[src/rtl/fft_pkg.sv]
// ---------------------------------------------------------------------------
// fft_pkg
// Shared types and constants for the radix-2 DIT FFT sequencer slice.
//   fft_state_e : sequencer FSM encoding (IDLE, RUN, DRAIN, DONE)
//   WORD_SZ     : width of one complex sample word in the sample RAM
//   WORD_MID    : split point of the word; real part above, imaginary below
//   cplx_t      : packed view of a sample word, two's complement halves
// ---------------------------------------------------------------------------
package fft_pkg;

    typedef enum logic [1:0] {
        ST_IDLE  = 2'd0,
        ST_RUN   = 2'd1,
        ST_DRAIN = 2'd2,
        ST_DONE  = 2'd3
    } fft_state_e;

    localparam int WORD_SZ  = 32;
    localparam int WORD_MID = 16;

    // Real part in [31:16], imaginary part in [15:0].
    typedef struct packed {
        logic signed [WORD_SZ-WORD_MID-1:0] re;
        logic signed [WORD_MID-1:0]         im;
    } cplx_t;

    function automatic cplx_t make_cplx(input logic signed [15:0] re,
                                        input logic signed [15:0] im);
        cplx_t w;
        w.re = re;
        w.im = im;
        return w;
    endfunction

endpackage

[src/rtl/fft_controller_if.sv]
// ---------------------------------------------------------------------------
// fft_controller_if
// Control bus between the FFT sequencer and the RAM / butterfly datapath.
//   i_start                    : start request, only honoured while idle
//   o_busy, o_done             : run status; o_done is a one-cycle pulse
//   o_rd_en, o_rd_addr_a/b     : operand read strobe and sample addresses
//   o_tw_addr                  : twiddle ROM index k, W = exp(-j*2*pi*k/N)
//   o_wr_en, o_wr_addr_a/b     : write-back strobe and addresses
//   o_state                    : current sequencer state for observation
// Handshake: there is no back-pressure. i_start is a level sampled on the
// rising clock edge while the sequencer is idle; every o_rd_en cycle is one
// butterfly read and every o_wr_en cycle is one butterfly write, both
// unconditionally accepted by the datapath.
// Modports: master = sequencer side, slave = datapath / requester side.
// ---------------------------------------------------------------------------
interface fft_controller_if #(
    parameter int LOG2N = 4
);
    import fft_pkg::*;

    logic               i_start;
    logic               o_busy;
    logic               o_done;
    logic               o_rd_en;
    logic [LOG2N-1:0]   o_rd_addr_a;
    logic [LOG2N-1:0]   o_rd_addr_b;
    logic [LOG2N-2:0]   o_tw_addr;
    logic               o_wr_en;
    logic [LOG2N-1:0]   o_wr_addr_a;
    logic [LOG2N-1:0]   o_wr_addr_b;
    fft_state_e         o_state;

    modport master (
        input  i_start,
        output o_busy, o_done,
        output o_rd_en, o_rd_addr_a, o_rd_addr_b, o_tw_addr,
        output o_wr_en, o_wr_addr_a, o_wr_addr_b,
        output o_state
    );

    modport slave (
        output i_start,
        input  o_busy, o_done,
        input  o_rd_en, o_rd_addr_a, o_rd_addr_b, o_tw_addr,
        input  o_wr_en, o_wr_addr_a, o_wr_addr_b,
        input  o_state
    );

endinterface

[src/rtl/fft_addr_gen.sv]
// ---------------------------------------------------------------------------
// fft_addr_gen
// Combinational address generator for one radix-2 DIT butterfly.
//   s       : stage index, 0 .. LOG2N-1
//   j       : butterfly index within the stage, 0 .. N/2-1
//   addr_a  : j with a zero inserted at bit s
//   addr_b  : addr_a with bit s set (partner sample, distance 2^s)
//   tw_addr : (j mod 2^s) << (LOG2N-1-s), truncated to LOG2N-1 bits
// ---------------------------------------------------------------------------
module fft_addr_gen #(
    parameter int LOG2N = 4,
    parameter int SW    = 2
) (
    input  logic [SW-1:0]    s,
    input  logic [LOG2N-2:0] j,
    output logic [LOG2N-1:0] addr_a,
    output logic [LOG2N-1:0] addr_b,
    output logic [LOG2N-2:0] tw_addr
);

    logic [LOG2N-1:0] half;
    logic [LOG2N-2:0] pos_mask;
    logic [LOG2N-2:0] pos;
    logic [LOG2N-1:0] upper;
    logic [SW-1:0]    tw_shift;

    always_comb begin
        half = {{(LOG2N-1){1'b0}}, 1'b1} << s;

        // In the last stage 1<<s falls off the top of this narrower vector,
        // the shift yields zero and the decrement wraps to all ones, which is
        // exactly the mask 2^(LOG2N-1)-1 that stage needs.
        pos_mask = ({{(LOG2N-2){1'b0}}, 1'b1} << s) - 1'b1;
        pos      = j & pos_mask;

        // Bits of j at and above s move up by one to open a hole at bit s.
        upper    = (({1'b0, j} >> s) << 1) << s;
        addr_a   = upper | {1'b0, pos};
        addr_b   = addr_a | half;

        // pos < 2^s, so shifting by LOG2N-1-s never loses a set bit.
        tw_shift = SW'(LOG2N - 1) - s;
        tw_addr  = pos << tw_shift;
    end

endmodule

[src/rtl/fft_controller.sv]
// ---------------------------------------------------------------------------
// fft_controller
// In-place radix-2 decimation-in-time FFT sequencer. After a start request it
// walks LOG2N stages of N_PTS/2 butterflies, one butterfly per cycle, issuing
// operand read addresses plus a twiddle index, and replays each read address
// RD_LAT cycles later as the write-back address. Between stages the sequencer
// idles for RD_LAT cycles (DRAIN) so the last writes of a stage land before
// the first reads of the next one.
// Ports:
//   i_CLK : clock, rising edge
//   i_RST : asynchronous active-high reset; aborts any transform in flight
//   bus   : fft_controller_if master modport (start, status, read/write
//           addresses, twiddle index, observed state)
// Parameters:
//   N_PTS  : transform length (power of two, 4..256)
//   LOG2N  : log2(N_PTS)
//   RD_LAT : cycles from a read strobe to the matching write strobe (>=1)
// ---------------------------------------------------------------------------
module fft_controller
    import fft_pkg::*;
#(
    parameter int N_PTS  = 16,
    parameter int LOG2N  = 4,
    parameter int RD_LAT = 1
) (
    input  logic             i_CLK,
    input  logic             i_RST,
    fft_controller_if.master bus
);

    localparam int SW = (LOG2N > 1) ? $clog2(LOG2N) : 1;
    localparam int JW = LOG2N - 1;
    localparam int DW = (RD_LAT > 1) ? $clog2(RD_LAT) : 1;

    localparam logic [JW-1:0] J_LAST = JW'(N_PTS / 2 - 1);
    localparam logic [SW-1:0] S_LAST = SW'(LOG2N - 1);
    localparam logic [DW-1:0] D_LAST = DW'(RD_LAT - 1);

    fft_state_e       state;
    logic [SW-1:0]    s;
    logic [JW-1:0]    j;
    logic [DW-1:0]    drain_cnt;

    logic             busy;
    logic             done;
    logic             rd_en;
    logic [LOG2N-1:0] rd_a;
    logic [LOG2N-1:0] rd_b;
    logic [JW-1:0]    tw;

    // Addresses are registered, so the generator is fed the (s, j) of the
    // butterfly that will be on the outputs in the next cycle.
    logic [SW-1:0]    gen_s;
    logic [JW-1:0]    gen_j;
    logic [LOG2N-1:0] gen_a;
    logic [LOG2N-1:0] gen_b;
    logic [JW-1:0]    gen_tw;

    always_comb begin
        gen_s = s;
        gen_j = j + 1'b1;
        case (state)
            ST_IDLE: begin
                gen_s = '0;
                gen_j = '0;
            end
            ST_DRAIN: begin
                // Wraps past the last stage, but then the FSM goes to DONE
                // and the generated addresses are not used.
                gen_s = s + 1'b1;
                gen_j = '0;
            end
            default: ;
        endcase
    end

    fft_addr_gen #(
        .LOG2N (LOG2N),
        .SW    (SW)
    ) u_addr_gen (
        .s       (gen_s),
        .j       (gen_j),
        .addr_a  (gen_a),
        .addr_b  (gen_b),
        .tw_addr (gen_tw)
    );

    // -----------------------------------------------------------------------
    // Sequencer FSM with registered outputs
    // -----------------------------------------------------------------------
    always_ff @(posedge i_CLK or posedge i_RST) begin
        if (i_RST) begin
            state     <= ST_IDLE;
            s         <= '0;
            j         <= '0;
            drain_cnt <= '0;
            busy      <= 1'b0;
            done      <= 1'b0;
            rd_en     <= 1'b0;
            rd_a      <= '0;
            rd_b      <= '0;
            tw        <= '0;
        end else begin
            done <= 1'b0;
            case (state)
                ST_IDLE: begin
                    if (bus.i_start) begin
                        state <= ST_RUN;
                        s     <= '0;
                        j     <= '0;
                        busy  <= 1'b1;
                        rd_en <= 1'b1;
                        rd_a  <= gen_a;
                        rd_b  <= gen_b;
                        tw    <= gen_tw;
                    end
                end

                ST_RUN: begin
                    if (j == J_LAST) begin
                        // Read and twiddle outputs rest at zero while no
                        // butterfly is being read.
                        state     <= ST_DRAIN;
                        drain_cnt <= '0;
                        rd_en     <= 1'b0;
                        rd_a      <= '0;
                        rd_b      <= '0;
                        tw        <= '0;
                    end else begin
                        j    <= gen_j;
                        rd_a <= gen_a;
                        rd_b <= gen_b;
                        tw   <= gen_tw;
                    end
                end

                ST_DRAIN: begin
                    if (drain_cnt == D_LAST) begin
                        if (s == S_LAST) begin
                            // Last write happened in this DRAIN cycle.
                            state <= ST_DONE;
                            busy  <= 1'b0;
                            done  <= 1'b1;
                        end else begin
                            state <= ST_RUN;
                            s     <= gen_s;
                            j     <= '0;
                            rd_en <= 1'b1;
                            rd_a  <= gen_a;
                            rd_b  <= gen_b;
                            tw    <= gen_tw;
                        end
                    end else begin
                        drain_cnt <= drain_cnt + 1'b1;
                    end
                end

                ST_DONE: begin
                    state <= ST_IDLE;
                end

                default: begin
                    state <= ST_IDLE;
                end
            endcase
        end
    end

    // -----------------------------------------------------------------------
    // Write-back delay line: the read strobe and addresses, RD_LAT cycles
    // later. It runs freely, so the tail of each stage drains out during
    // the DRAIN state. Reset clears it so an aborted run writes nothing.
    // -----------------------------------------------------------------------
    logic [RD_LAT-1:0] wr_en_dl;
    logic [LOG2N-1:0]  wr_a_dl [RD_LAT];
    logic [LOG2N-1:0]  wr_b_dl [RD_LAT];

    always_ff @(posedge i_CLK or posedge i_RST) begin
        if (i_RST) begin
            wr_en_dl <= '0;
            for (int k = 0; k < RD_LAT; k++) begin
                wr_a_dl[k] <= '0;
                wr_b_dl[k] <= '0;
            end
        end else begin
            wr_en_dl[0] <= rd_en;
            wr_a_dl[0]  <= rd_a;
            wr_b_dl[0]  <= rd_b;
            for (int k = 1; k < RD_LAT; k++) begin
                wr_en_dl[k] <= wr_en_dl[k-1];
                wr_a_dl[k]  <= wr_a_dl[k-1];
                wr_b_dl[k]  <= wr_b_dl[k-1];
            end
        end
    end

    // -----------------------------------------------------------------------
    // Output drive
    // -----------------------------------------------------------------------
    assign bus.o_busy      = busy;
    assign bus.o_done      = done;
    assign bus.o_rd_en     = rd_en;
    assign bus.o_rd_addr_a = rd_a;
    assign bus.o_rd_addr_b = rd_b;
    assign bus.o_tw_addr   = tw;
    assign bus.o_wr_en     = wr_en_dl[RD_LAT-1];
    assign bus.o_wr_addr_a = wr_a_dl[RD_LAT-1];
    assign bus.o_wr_addr_b = wr_b_dl[RD_LAT-1];
    assign bus.o_state     = state;

endmodule

[src/flat_wrapper.sv]
// flat-port wrapper written by rule: the top's interface ports become plain ports
module fft_controller_flat import fft_pkg::*;
#(
    parameter int N_PTS  = 16,
    parameter int LOG2N  = 4,
    parameter int RD_LAT = 1
)
  (i_CLK, i_RST, bus_i_start, bus_o_busy, bus_o_done, bus_o_rd_en, bus_o_rd_addr_a, bus_o_rd_addr_b, bus_o_tw_addr, bus_o_wr_en, bus_o_wr_addr_a, bus_o_wr_addr_b, bus_o_state);
  fft_controller_if #(.LOG2N(LOG2N)) bus_i ();
  input  logic i_CLK;
  input  logic i_RST;
  input wire logic [$bits(bus_i.i_start)-1:0] bus_i_start;
  output wire logic [$bits(bus_i.o_busy)-1:0] bus_o_busy;
  output wire logic [$bits(bus_i.o_done)-1:0] bus_o_done;
  output wire logic [$bits(bus_i.o_rd_en)-1:0] bus_o_rd_en;
  output wire logic [$bits(bus_i.o_rd_addr_a)-1:0] bus_o_rd_addr_a;
  output wire logic [$bits(bus_i.o_rd_addr_b)-1:0] bus_o_rd_addr_b;
  output wire logic [$bits(bus_i.o_tw_addr)-1:0] bus_o_tw_addr;
  output wire logic [$bits(bus_i.o_wr_en)-1:0] bus_o_wr_en;
  output wire logic [$bits(bus_i.o_wr_addr_a)-1:0] bus_o_wr_addr_a;
  output wire logic [$bits(bus_i.o_wr_addr_b)-1:0] bus_o_wr_addr_b;
  output wire logic [$bits(bus_i.o_state)-1:0] bus_o_state;
  assign bus_i.i_start = bus_i_start;
  assign bus_o_busy = bus_i.o_busy;
  assign bus_o_done = bus_i.o_done;
  assign bus_o_rd_en = bus_i.o_rd_en;
  assign bus_o_rd_addr_a = bus_i.o_rd_addr_a;
  assign bus_o_rd_addr_b = bus_i.o_rd_addr_b;
  assign bus_o_tw_addr = bus_i.o_tw_addr;
  assign bus_o_wr_en = bus_i.o_wr_en;
  assign bus_o_wr_addr_a = bus_i.o_wr_addr_a;
  assign bus_o_wr_addr_b = bus_i.o_wr_addr_b;
  assign bus_o_state = bus_i.o_state;
  fft_controller #(.N_PTS(N_PTS), .LOG2N(LOG2N), .RD_LAT(RD_LAT)) u_core (.i_CLK(i_CLK), .i_RST(i_RST), .bus(bus_i));
endmodule
[config.mk]
export PLATFORM = sky130hd
export DESIGN_NAME = fft_controller_flat
export DESIGN_NICKNAME = d
export VERILOG_FILES = /design/src/rtl/fft_pkg.sv /design/src/rtl/fft_controller_if.sv /design/src/rtl/fft_addr_gen.sv /design/src/rtl/fft_controller.sv /design/src/flat_wrapper.sv
export SDC_FILE = /design/constraint.sdc
export NUM_CORES = 1
export LEC_CHECK = 0
export CAP_MARGIN = 20
export CORE_MARGIN = 8
export CORE_UTILIZATION = 30
export CTS_CLUSTER_DIAMETER = 80
export DETAILED_ROUTE_END_ITERATION = 10
export REMOVE_ABC_BUFFERS = 1
export SLEW_MARGIN = 15
export SYNTH_ARGS = -nofsm -noshare
export SYNTH_HDL_FRONTEND = slang
export SYNTH_HIERARCHICAL = 1
export SYNTH_SLANG_ARGS = --single-unit
export TNS_END_PERCENT = 10
[constraint.sdc]
create_clock -name i_CLK -period 2.38 [get_ports i_CLK]
set_clock_uncertainty 0.2 [all_clocks]
set_input_delay 0.238 -clock i_CLK [delete_from_list [all_inputs] [get_ports i_CLK]]
set_output_delay 0.238 -clock i_CLK [all_outputs]
set_load 0.02 [all_outputs]
Word-level counts from Yosys, hierarchy flattened
Index checks and enable logic that the tools add are counted.

Eq/ne operators: 11. Muxes and demuxes: 44. $add $sub $neg: 5. Reduce and logical (&&, ||, !) cells: 12. Shifts and indexed selects: 5. Bitwise logic cells: 3.

Operators by type and width (count): $mux W4 (8); $mux W3 (9); $pmux W4 S3 (2); $pmux W3 S3 (2); $mux W2 (7); $reduce_and A4 Y1 (3); $mux W1 (10); $reduce_and A5 Y1 (2); $ne A2 B2 Y1 const B (4); $pmux W2 S2 (2); $pmux W2 S4 (1); $eq A2 B2 Y1 const B (3); $ne A2 B1 Y1 const B (2); $or A4 B3 Y4 (1); $or A4 B4 Y4 (1); $pmux W1 S2 (2); $reduce_bool A2 Y1 (2); $shl A1 B2 Y4 const A (1); $shl A4 B2 Y4 (1); $add A3 B1 Y3 const B (1); $and A3 B3 Y3 (1); $eq A3 B3 Y1 const B (1); $pmux W1 S3 (1); $reduce_and A3 Y1 (1); 12 further kinds (12).

Logic and storage cells: 93. Bits of input ports: 3. Bits in registers: 31. Output and inout bits: 25.

Longest topological paths before layout
Depth in word-level cells: 10. Depth in mapped cells: 7. Depth with buffers taken out: 7.

Cells and area by module
Netlist, hierarchy kept.

Modules (own cells, without submodules): fft_controller (cells each 93, seq. area each 750.7 µm², instances 1, area an instance 1146.1 µm²); fft_addr_gen (cells each 22, seq. area each 0.0 µm², instances 1, area an instance 150.1 µm²).

Worst setup path before layout
No wires, ideal clock.

Path kind: reg-to-reg. From: register u_core.state[0], in the netlist u_core/bus.o_state[0]. To: register u_core.tw[2], in the netlist u_core/bus.o_tw_addr[2]. Clock period less this slack: 1.963 ns. Stages on the path, launching flop included: 8. Data required time: 2.059 ns. Path buffers: 2. Path slack: 0.417 ns. Data arrival time: 1.642 ns. Setup time: 0.121 ns. Path through: dfrtp_1 clkbuf_1 nand2b_1 o21ai_0 buf_6 mux2i_1 mux2i_1 a22o_1.

Word-level cells in the longest chain between the ends: 9. Elaborated cells between the ends (all ways): 21. Those cells by class: add/sub (2); eq/ne (5); shift (2); mux (7); bitwise (1); reduce/logical (4).

RTL lines: start, declared (line fft_controller.sv:39) `fft_state_e state;`; start signal, assigned (line fft_controller.sv:93) `state <= ST_IDLE;`; start signal, assigned (line fft_controller.sv:108) `state <= ST_RUN;`; start signal, assigned (line fft_controller.sv:123) `state <= ST_DRAIN;`; $eq A2 B2 Y1 / $logic_not A2 Y1 (equally long branches) (line fft_controller.sv:62) `case (state)`; $pmux W2 S2 * (line fft_controller.sv:62); via u_core.gen_s[0] (line fft_controller.sv:53) `logic [SW-1:0] gen_s;`; $shl A1 B2 Y3 (line fft_addr_gen.sv:33) `pos_mask = ({{(LOG2N-2){1'b0}}, 1'b1} << s) - 1'b1;`; $sub A3 B1 Y3 (line fft_addr_gen.sv:33); $and A3 B3 Y3 (line fft_addr_gen.sv:34) `pos = j & pos_mask;`; $shl A3 B2 Y3 * (line fft_addr_gen.sv:43) `tw_addr = pos << tw_shift;`; via u_core.gen_tw[2] (line fft_controller.sv:57) `logic [JW-1:0] gen_tw;`; $mux W3 (line fft_controller.sv:139) `if (s == S_LAST) begin`; $mux W3 (line fft_controller.sv:138) `if (drain_cnt == D_LAST) begin`; $pmux W3 S3 * (line fft_controller.sv:105) `case (state)`; end signal, assigned (line fft_controller.sv:115) `tw <= gen_tw;`; end signal, assigned (line fft_controller.sv:133) `tw <= gen_tw;`; end signal, assigned (line fft_controller.sv:151) `tw <= gen_tw;`; end, declared (line fft_controller.sv:49) `logic [JW-1:0] tw;`.

The timed path passes the listed nets; every way through them passes the cells marked *. The select of a mux whose other input is x is not followed. A chain may end at the register's enable or synchronous reset.

Final worst setup path
From: register u_core.s[0]. To: register u_core.j[0].

Word-level cells in the longest chain between the ends: 3.

RTL lines: start, declared (line fft_controller.sv:40) `logic [SW-1:0] s;`; start signal, assigned (line fft_controller.sv:146) `s <= gen_s;`; $eq A2 B2 Y1 (line fft_controller.sv:139); $ne A2 B2 Y1 (no line); $reduce_and A5 Y1 (no line); end signal, assigned (line fft_controller.sv:130) `j <= gen_j;`; end, declared (line fft_controller.sv:41) `logic [JW-1:0] j;`.

Every way passes these cells.

==> results.md <==
* Hold_buf cts at 0
* Post-synthesis compound-gate area fraction at 0.206
* Area grow syn2layout at 31.3%
* Seq. cell area at 751 µm²
* Row cnt at 24
* Max-cap viol count at 0
* Final Util at 0.399
* Initial antenna violation count at 0
* Mapped Area at 1300 µm²
* Post-Synth Adder-Cell Area at 0.0290
* IO Count at 28
* Simple-gate share of the synthesized area at 0.100
* Worst hold path type: input pin to async pin
* Total number of vias at 936
* Initial core utilization at 0.304
* Post-route cell area at 1700 µm²
* Slew margin rel. at 0.415
* Footprint of the multi-input gates at 464 µm²
* Overflow after GRT at 0
* Post-layout min period at 2.17 ns
* Peak supply drop at 0.464 mV
* Post-Syn Instances at 115
* Total power at 2.49 mW
* RSZ-0062 raised after global routing: no
* Fin nets at 152
* CTS tree: built
* CP startpoint: u_core/s[0]
* Fillers at 433
* CTS clk-pin slew, worst paths at 0.06 ns
* Yosys cell types at 30
* Pre-CTS setup slack at 0.237 ns
* Clk_lat worst skew at 0.28 ns
* First-pass GRT wire length at 4.35 mm
* Ratio of cells with drive above 1 in the final layout at 0.102
* Synth Area in XOR/XNOR at 0
* Total GRT Usage at 0.0842
* Main combinational cell family by area after synthesis: compound AO/OA/AOI/OAI gates
* Syn Area/Cell at 11.3 µm²
* Clock Path Buffers at 2
* Worst-Margin Slew at 0.873 ns
* Critical Path RT at 2.30 ns
* Total Neg Setup Slack at 0 ns
* Largest net degree at the start of global routing at 31
* ANT nets after route at 0
* Core area at 4260 µm²
* Post-cts sizing count at 0
* Setup violators final at 0
* Status: finished, final reports clean
* Routability cong. at 0.779
* Crit. End Element: register
* WP data arrival at 2.08 ns
* Routed Wire Length at 2.62 mm
* Dpl hpwl at 1.95 mm
* Die Ht at 81.7 µm
* Hold Violations, Final at 0
* Num CTS Buffers at 5
* Vias per inst at 4.70
* Sequential area share after synthesis at 0.579
* I/O Buffers at 27
* Die area at 6680 µm²
* Mux share of post-synthesis cell area at 0.0232
* Synthesized flop and latch total at 30
* Chip width at 81.7 µm
* Pwr per Cell Area at 1460 nW/µm²
* Reg2reg start: u_core/s[0]
* H-tree Lvls at 2
* Post-route setup slack at 0.214 ns
* CP Class: register to register
* Slew Limit Fails at 0
* Initial DRC count at 48
* Achievable Freq at 0.462 GHz
* Vias in the first global route at 950
* Antenna diode count at 0
* Worst setup SP type: register
* Post CTS Setup Buffer Count at 0
* Clk root buf: clkbuf_8
* DRC Markers at 0
* Num Clock Sinks at 30
* Ys Warns at 6
* Final worst path period share at 0.910
* Drt pass-1 iters at 4
* Worst-path fanout max at 12
* Pleak at 0.757 nW
* Drt wl/cell at 13.1 µm
* Placed instance area at 1610 µm²
==> worst max-delay path, stage by stage, from the launching register on <==
cell     delay, ns
dfrtp_1       0.43
ha_1          0.29
and2_1        0.21
o31ai_2       0.71
mux2i_1       0.17
==> worst paths after layout <==
check | cells after the start | to | slack, ns
min in group i_CLK | 0 | u_core/bus.o_wr_addr_a[2] | 0.21
min | 3 | u_core/bus.o_rd_addr_a[3] | 0.13
max in group asynchronous | 3 | u_core/bus.o_tw_addr[1] | 1.58
max reg2reg | 4 | u_core/j[0] | 0.21
min reg2reg | 0 | u_core/bus.o_wr_addr_a[2] | 0.21
max | 4 | u_core/j[0] | 0.21
==> metal layers <==
| metal | up-vias | share of wire | track usage |
|---|---|---|---|
| met1 | 437 | 0.45 | 0.0958 |
| li1 | 467 | - | - |
| met3 | 5 | 0.088 | 0.0361 |
| met2 | 27 | 0.44 | 0.130 |
| met4 | 0 | 0.020 | 0.0474 |
| met5 | - | 0 | 0 |
==> through the flow <==
stage,cells,hold WS (ns)
finish,199,0.128
global route,199,0.160
global placement,191,0.194
floorplan,109,0.129
detailed placement,191,0.199
CTS,199,0.140
==> sequential cells by signal, indices dropped and copies added (netlist names) <==
name	count
u_core/bus.o_busy	1
u_core/bus.o_done	1
u_core/bus.o_rd_addr_a	4
u_core/bus.o_rd_addr_b	4
u_core/bus.o_rd_en	1
u_core/bus.o_state	2
u_core/bus.o_tw_addr	3
u_core/bus.o_wr_addr_a	4
u_core/bus.o_wr_addr_b	4
u_core/bus.o_wr_en	1
u_core/j	3
u_core/s	2
==> synth_stat cells <==
master	number	share of area
a2bb2oi_1	1	0.0068
o21a_1	1	0.0058
o21ai_0	11	0.042
buf_2	2	0.0077
nand2_1	8	0.023
o21bai_1	1	0.0058
a21oi_1	4	0.015
nand3_1	1	0.0039
o31ai_2	1	0.0097
and3_2	1	0.0058
a21boi_1	1	0.0058
o2bb2ai_1	1	0.0068
clkbuf_1	1	0.0029
nor2_1	8	0.023
or3b_1	1	0.0068
nor3_1	2	0.0077
o22ai_1	2	0.0097
and2_1	2	0.0097
nand2b_4	1	0.011
ha_1	3	0.029
a22oi_1	1	0.0058
o21ai_1	1	0.0039
inv_1	9	0.026
a31o_2	1	0.0068
mux2i_1	3	0.023
buf_6	3	0.026
nand2b_1	2	0.0097
a22o_1	11	0.074
dfrtp_1	30	0.58
o22a_1	1	0.0068
==> power by group <==
| group | leakage [nW] | switching (mW) | total [mW] | internal, mW |
|---|---|---|---|---|
| clock | 0.0472 | 0.185 | 0.417 | 0.232 |
| sequential | 0.377 | 0.140 | 0.854 | 0.714 |
| combinational | 0.333 | 0.640 | 1.22 | 0.580 |
==> cell families (layout without fill, tap and decap cells) <==
kind of cell	count (synthesis)	count (layout)
flops	30	30
mux	3	3
fa+ha+maj	3	3
simple gates	26	26
buf+inv	15	47
compound gates	38	38
==> area by class of cell <==
type / instances / share of cell area
well taps: 52 / 0.0382
multi-input cells: 70 / 0.273
clock inverters: 2 / 0.00735
flip-flops and latches: 30 / 0.441
inverters: 9 / 0.0199
clock buffers: 6 / 0.0485
repair buffers: 30 / 0.172
==> cell usage in the layout (no fill, tap or decap), types with 3 or more instances in the layout <==
cell / instances
nand2_1: 8
a22o_1: 11
o21ai_0: 11
inv_1: 9
clkbuf_8: 6
clkdlybuf4s50_1: 27
a21oi_1: 4
dfrtp_1: 30
nor2_1: 8
buf_4: 3
mux2i_1: 3
ha_1: 3
(Power assumes the default switching activity.)
